File: config.mk
export PLATFORM = sky130hd
export DESIGN_NAME = serial_adder
export DESIGN_NICKNAME = d
export VERILOG_FILES = /design/src/rtl/serial_adder.sv
export SDC_FILE = /design/constraint.sdc
export NUM_CORES = 1
export LEC_CHECK = 0
export ABC_AREA = 1
export CORE_MARGIN = 2
export CORE_UTILIZATION = 45
export CTS_BUF_LIST = sky130_fd_sc_hd__clkbuf_8
export DETAILED_ROUTE_END_ITERATION = 6
export DONT_BUFFER_PORTS = 1
export PLACE_DENSITY = 0.7
export SKIP_LAST_GASP = 1
export SLEW_MARGIN = 10
export SYNTH_ARGS = -nofsm -noshare
export SYNTH_HDL_FRONTEND = slang
export SYNTH_SLANG_ARGS = --single-unit
File: constraint.sdc
create_clock -name clk -period 2.38 [get_ports clk]
set_clock_uncertainty 0.05 [all_clocks]
set_input_delay 0.119 -clock clk [delete_from_list [all_inputs] [get_ports clk]]
set_output_delay 0.119 -clock clk [all_outputs]
set_load 0.05 [all_outputs]
File: src/rtl/serial_adder.sv
// Bit-serial WIDTH-bit adder: LSB-first full-adder slice from two half_adders.
// Optional signed-overflow output enabled by defining SERIAL_ADDER_OVF_EN.

module half_adder (
  input  logic in1,
  input  logic in2,
  output logic sum,
  output logic count
);
  assign sum   = in1 ^ in2;
  assign count = in1 & in2;
endmodule

module serial_adder #(
  parameter int WIDTH = 8
) (
  input  logic             clk,
  input  logic             rst,
  input  logic             start,
  input  logic [WIDTH-1:0] in1,
  input  logic [WIDTH-1:0] in2,
  input  logic             cin,
  output logic             ready,
  output logic             busy,
  output logic [WIDTH-1:0] sum,
  output logic             count,
  output logic             done
`ifdef SERIAL_ADDER_OVF_EN
  ,
  output logic             ovf
`endif
);

  typedef enum logic [1:0] {
    IDLE = 2'd0,
    RUN  = 2'd1,
    DONE = 2'd2
  } state_t;

  localparam logic [5:0] LAST = 6'(WIDTH - 1);

  state_t           state_q;
  state_t           state_d;
  logic [WIDTH-1:0] a_q;
  logic [WIDTH-1:0] b_q;
  logic [WIDTH-1:0] res_q;
  logic [WIDTH-1:0] res_next;
  logic             carry_q;
  logic [5:0]       bitcnt_q;
  logic             last;
  logic             p;
  logic             g0;
  logic             s;
  logic             g1;
  logic             c_out;

  half_adder u_ha0 (
    .in1   (a_q[0]),
    .in2   (b_q[0]),
    .sum   (p),
    .count (g0)
  );

  half_adder u_ha1 (
    .in1   (p),
    .in2   (carry_q),
    .sum   (s),
    .count (g1)
  );

  assign c_out = g0 | g1;
  assign last  = (bitcnt_q == LAST);
  assign ready = (state_q == IDLE);
  assign busy  = (state_q == RUN);
  assign done  = (state_q == DONE);

  // New sum bit enters at the MSB; result shifts toward the LSB
  always_comb begin
    res_next = res_q >> 1;
    res_next[WIDTH-1] = s;
  end

  // State register
  always_ff @(posedge clk) begin
    if (rst) begin
      state_q <= IDLE;
    end else begin
      state_q <= state_d;
    end
  end

  // Next-state logic
  always_comb begin
    state_d = state_q;
    unique case (state_q)
      IDLE: if (start) state_d = RUN;
      RUN:  if (last) state_d = DONE;
      DONE: state_d = IDLE;
      default: state_d = IDLE;
    endcase
  end

  // Operand shifters, carry FF, bit counter and held result
  always_ff @(posedge clk) begin
    if (rst) begin
      a_q      <= '0;
      b_q      <= '0;
      res_q    <= '0;
      carry_q  <= 1'b0;
      bitcnt_q <= '0;
      sum      <= '0;
      count    <= 1'b0;
`ifdef SERIAL_ADDER_OVF_EN
      ovf      <= 1'b0;
`endif
    end else if (state_q == IDLE && start) begin
      a_q      <= in1;
      b_q      <= in2;
      carry_q  <= cin;
      bitcnt_q <= '0;
    end else if (state_q == RUN) begin
      a_q      <= a_q >> 1;
      b_q      <= b_q >> 1;
      res_q    <= res_next;
      carry_q  <= c_out;
      bitcnt_q <= bitcnt_q + 6'd1;
      if (last) begin
        sum   <= res_next;
        count <= c_out;
`ifdef SERIAL_ADDER_OVF_EN
        ovf   <= carry_q ^ c_out;
`endif
      end
    end
  end

endmodule
After elaboration in Yosys (flattened, before gate mapping)
Cells that the tools add are included.
{ "word_totals": {"wordCells": 36, "input_bits": 20, "reg_bits": 42, "output_inout_bits": 12} }
{ "op_classes": {"n_eq_ne": 5, "bitwise_logic": 6, "mux": 9, "add_sub_neg": 1, "n_reduce_logical": 7} }
{ "op_table": {"columns": ["cell", "count"], "rows": [
  ["2-to-1 mux 8 bit", 4],
  ["adder 6 x 1 -> 6 bit, second input constant", 1],
  ["equality test 6 x 3 -> 1 bit, second input constant", 1],
  ["2-to-1 mux 2 bit", 2],
  ["one-hot mux 2 bit (2 select lines)", 1],
  ["AND reduction 2 bit", 2],
  ["AND reduction 3 bit", 1],
  ["AND 1 bit", 2],
  ["equality test 2 x 1 -> 1 bit, second input constant", 1],
  ["equality test 2 bit, second input constant", 1],
  ["zero test 2 bit", 1],
  ["2-to-1 mux 1 bit", 2],
  ["!= test 2 x 1 -> 1 bit, second input constant", 1],
  ["!= test 2 bit, second input constant", 1],
  ["nonzero test 2 bit", 1],
  ["OR reduction 2 bit", 1],
  ["bitwise XOR 1 bit", 2],
  ["logical AND 1 bit", 1],
  ["inverter 1 bit", 1],
  ["OR 1 bit", 1]
]} }

Depth between registers and ports, before layout
{ "logic_depth": {"ltp_word": 5, "ltp_mapped": 7, "ltp_nobuf": 6} }

By module
From an unflattened synthesis, not the netlist that was laid out.
{ "unflattened": {"cells_unflattened": 228, "area_unflattened_um2": 1736.7} }
{ "by_module_without_submodules": {"columns": ["mod", "seq_area_each_um2", "n_inst", "cells_per_inst", "area_each_um2"], "rows": [
  ["serial_adder", 820.8, 1, 226, 1711.6],
  ["half_adder", 0.0, 2, 1, 12.5]
]} }

Least setup slack after synthesis
Ideal clock, no wire load.
{ "synth_timing": {"kind": "reg-to-output", "start": "reg state_q[1]", "end": "out done", "setup_slack_ns": 1.030, "path_stages_with_launch": 3, "arrival_ns": 1.181, "n_path_buf": 0, "required_time_ns": 2.211, "path_cell_list": "dfxtp_1 inv_2 nor2_1"} }
{ "synth_between": {"elab_chain_cells": 1} }
{ "synth_lines": {"columns": ["element", "line", "text"], "rows": [
  ["start, declared", "42", "state_t state_q;"],
  ["start signal, assigned", "88", "state_q <= state_d;"],
  ["equality test 2 bit", "75", "assign done = (state_q == DONE);"],
  ["end, declared", "27", "output logic done"]
]} }
Every way passes these cells.

Worst setup path after layout
{ "layout_timing": {"start": "reg state_q[0]", "end": "reg b_q[6]"} }
{ "layout_between": {"elab_chain_cells": 3, "elab_cells_between_ends": 5, "classes_between": "1 x eq/ne; 1 x mux; 3 x reduce/logical"} }
{ "layout_lines": {"columns": ["element", "line", "text"], "rows": [
  ["zero test 2 bit", "116", "end else if (state_q == IDLE && start) begin"],
  ["logical AND 1 bit", "116", null],
  ["2-to-1 mux 8 bit or nonzero test 2 bit (tied branches)", null, null],
  ["end signal, assigned", "118", "b_q <= in2;"],
  ["end signal, assigned", "123", "b_q <= b_q >> 1;"],
  ["end, declared", "45", "logic [WIDTH-1:0] b_q;"]
]} }
Several ways; a longest one is shown, not always the timed one.
A chain may end at the register's enable or synchronous reset.

==> metrics.md <==
| Metric | Value |
|---|---|
| Outcome | finished clean |
| Share of post-route cells with drive strength above 1 | 7.661% |
| RSZ-0062 raised after global routing | false |
| Die W | 66.17 um |
| Worst slew pin tran | 0.6958 ns |
| Synthesized flop and latch total | 41 |
| Top Layer Used | met4 |
| Clk Tree Root Cell | sky130_fd_sc_hd__clkbuf_8 |
| Weighted congestion at the end of routability-driven global placement | 0.7629 |
| CTS tree | yes |
| Post-Synthesis Net Count | 249 |
| Crit path max-delay family | buffers and inverters |
| Maximum number of pins on one net before global-route repair | 29 |
| Drt pass-1 iters | 4 |
| Required time reported for the critical path endpoint | 2.55 ns |
| Startpoint kind of the worst setup timing path | register |
| Clock-pin slew of the registers on the worst-case setup and hold paths | 0.08 ns |
| Final worst slack | 0.5450 ns |
| Synth-to-layout area growth | 19.21% |
| Final TNS setup | 0 ns |
| Number of warning messages in the yosys log | 0 |
| GRT Util Overall | 19.54% |
| Row count | 22 |
| Die Ht | 66.17 um |
| Final-report max-slew violation count | 0 |
| Flop pwr share | 50.1% |
| Total number of H-tree levels | 2 |
| Slowest Stage Delay on Critical Path | 0.58 ns |
| Sequential-to-total area share from yosys stat | 47.19% |
| Number of library cell types mapped by synthesis | 21 |
| Biggest area contributors in the synthesized netlist | sky130_fd_sc_hd__dfxtp_1, sky130_fd_sc_hd__nand2_1, sky130_fd_sc_hd__nand3_1 |
| Final std cells w/o fill | 296 |
| Drt first-iter violations | 94 |
| Drt wl/cell | 12.48 um |
| Crit path capture type | register |
| Number of sinks on the clock net | 41 |
| ANT nets after route | 0 |
| Normalized max-slew margin | 53.46% |
| Clock Power Share | 39.4% |
| Placed instance area | 1737 um2 |
| Effective utilization at floorplan | 47.15% |
| Final-layout fill cell count | 372 |
| Slowest CP cell | sky130_fd_sc_hd__dlygate4sd3_1 |
| Core ar. | 3689 um2 |
| Endpoints failing setup | 0 |
| Cell Count Post-Placement | 266 |
| Critical Path AT | 2.01 ns |
| Class of the tightest hold or removal check | in -> reg |
| Sum of buffers and inverters on the critical path | 2 |
| Clock latency on the worst-skew pair | 0.30 ns |
| Design Area, Final | 2073 um2 |
| Max-cap violation count | 0 |
| Final period demand of the worst path | 1.835 ns |
| TritonCTS Buffers | 5 |
| Total routed wirelength | 3695 um |
| Number of antenna violations at the first check in global routing | 0 |
| Most common library cell in the layout ignoring fill and taps | sky130_fd_sc_hd__nand2_1 |
| Met3 Wirelength | 147 um |
| Avg Synthesized Cell Area | 7.662 um2 |
| Met1 WL | 1697 um |
| Maximum vdd ir drop | 0.0003294 V |
| Core Util, Final | 56.21% |
| Drt via density | 5.135 |
| Input/output buffers | 0 |
| Vias in the first global route | 1,507 |
| Commonest cells after routing, fill and taps aside | sky130_fd_sc_hd__nand2_1, sky130_fd_sc_hd__dfxtp_1, sky130_fd_sc_hd__nand3_1 |
| Cell-by-cell trace of the critical path | nor2_4, buf_4, nand3_1, dlygate4sd3_1, a31oi_1 |
| Hold violation total from the final report | 0 |
| Bufs on Longest Clock Path | 2 |
| First-pass GRT wire length | 6375 um |
| Crit Path Category | reg -> reg |
| NetSw | 0.3504 mW |
| Total congestion overflow after global routing | 0 |
| Leakage power figure | 0.7892 nW |
| Worst slack at placement | 0.7209 ns |
| Number of cell instances on the worst register-to-register path | 5 |
| Design Power | 1.468 mW |
| Cell-internal power | 1.118 mW |
| Number of cells produced by synthesis | 227 |
| Overall via count from detail_route | 1,520 |
| Hold path depth | 3 |
| Worst hold slack | 0.09115 ns |
| Top-level port count | 32 |
| Total power density per cell area | 708.2 nW/um2 |
| Logic pwr share | 10.5% |
| Largest driver fanout on the critical path | 16 |
| Die area | 4378 um2 |
| Post-detailed-route DRC marker count | 0 |
| Cell area after synthesis | 1739 um2 |
| Maximum clock frequency | 0.5450 GHz |
| Switching share of total power | 23.86% |
| DP Wirelength | 2319 um |
| Final cycle utilization of the critical path | 77.10% |
| Yosys top cell area share | 47.19% |
| Cell taking the most area after synthesis | sky130_fd_sc_hd__dfxtp_1 |
| Net total in the final layout | 269 |
| Path length in cells of the critical path | 5 |
| Met2 routed wirelength | 1759 um |
| Inserted Diodes | 0 |
area by class of cell:
class | count | area [um2] | area share, %
multi-input cells | 156 | 762.0 | 36.75
repair buffers | 26 | 250.2 | 12.07
clock inverters | 2 | 33.78 | 1.629
inverters | 17 | 63.81 | 3.078
flip-flops and latches | 41 | 820.8 | 39.59
well taps | 48 | 60.06 | 2.897
clock buffers | 6 | 82.58 | 3.983
repair_timing:
item,CTS,global route
gates resized for setup,0,0
hold endpoints to repair,19,0
buffers inserted,0,0
hold buffers,22,0
tightest hold or removal path, cell delays in order:
cell and delay, ns:
sky130_fd_sc_hd__o21ai_4 0.12, sky130_fd_sc_hd__nand2_1 0.09, sky130_fd_sc_hd__a31oi_1 0.06
state kept, by name, indices dropped and copies added (netlist names):
signal	cells
count	1
res_q	7
carry_q	1
b_q	8
state_q	2
a_q	8
bitcnt_q	6
sum	8
power by group through the flow:
stage                     combinational, mW  clock (mW)  sequential, mW
final                                 0.154       0.579           0.736
after global routing                  0.173       0.619           0.741
after CTS                             0.153       0.590           0.736
after detailed placement              0.117           0           0.752
after global placement                0.115           0           0.752
after floorplan                       0.120           0           0.745
layer usage:
layer	track usage [%]	vias to the layer above
met5	0	-
met4	10.71	0
met3	4.429	7
met2	32.75	30
met1	22.91	691
li1	-	792
kinds of logic after synthesis:
group | after synthesis | share of synthesized area (%)
adders and majority gates | 2 | 1.870
AOI/OAI and AO/OA | 39 | 12.95
DFF | 41 | 47.19
and+or+nand+nor | 115 | 28.99
buffers and inverters | 30 | 8.992
path summary, 6_finish.rpt:
path | start | to | slack [ns]
min | start | a_q[1] | 0.09
min reg2reg | res_q[5] | res_q[4] | 0.42
max | state_q[0] | b_q[6] | 0.55
max reg2reg | state_q[0] | b_q[6] | 0.55
synth_stat cells:
library cell	n
sky130_fd_sc_hd__nor3b_1	1
sky130_fd_sc_hd__buf_1	2
sky130_fd_sc_hd__fa_1	1
sky130_fd_sc_hd__nor2_2	1
sky130_fd_sc_hd__buf_4	2
sky130_fd_sc_hd__o21ai_1	1
sky130_fd_sc_hd__o21ai_0	8
sky130_fd_sc_hd__nand2_1	55
sky130_fd_sc_hd__nor2_4	3
sky130_fd_sc_hd__nand3_1	33
sky130_fd_sc_hd__ha_1	1
sky130_fd_sc_hd__o21ai_4	1
sky130_fd_sc_hd__nor2_1	21
sky130_fd_sc_hd__a21oi_1	14
sky130_fd_sc_hd__buf_6	4
sky130_fd_sc_hd__inv_2	3
sky130_fd_sc_hd__buf_2	5
sky130_fd_sc_hd__nand4_1	1
sky130_fd_sc_hd__inv_1	14
sky130_fd_sc_hd__dfxtp_1	41
sky130_fd_sc_hd__a31oi_1	15
Note: power is estimated with default switching activity, not from simulation.
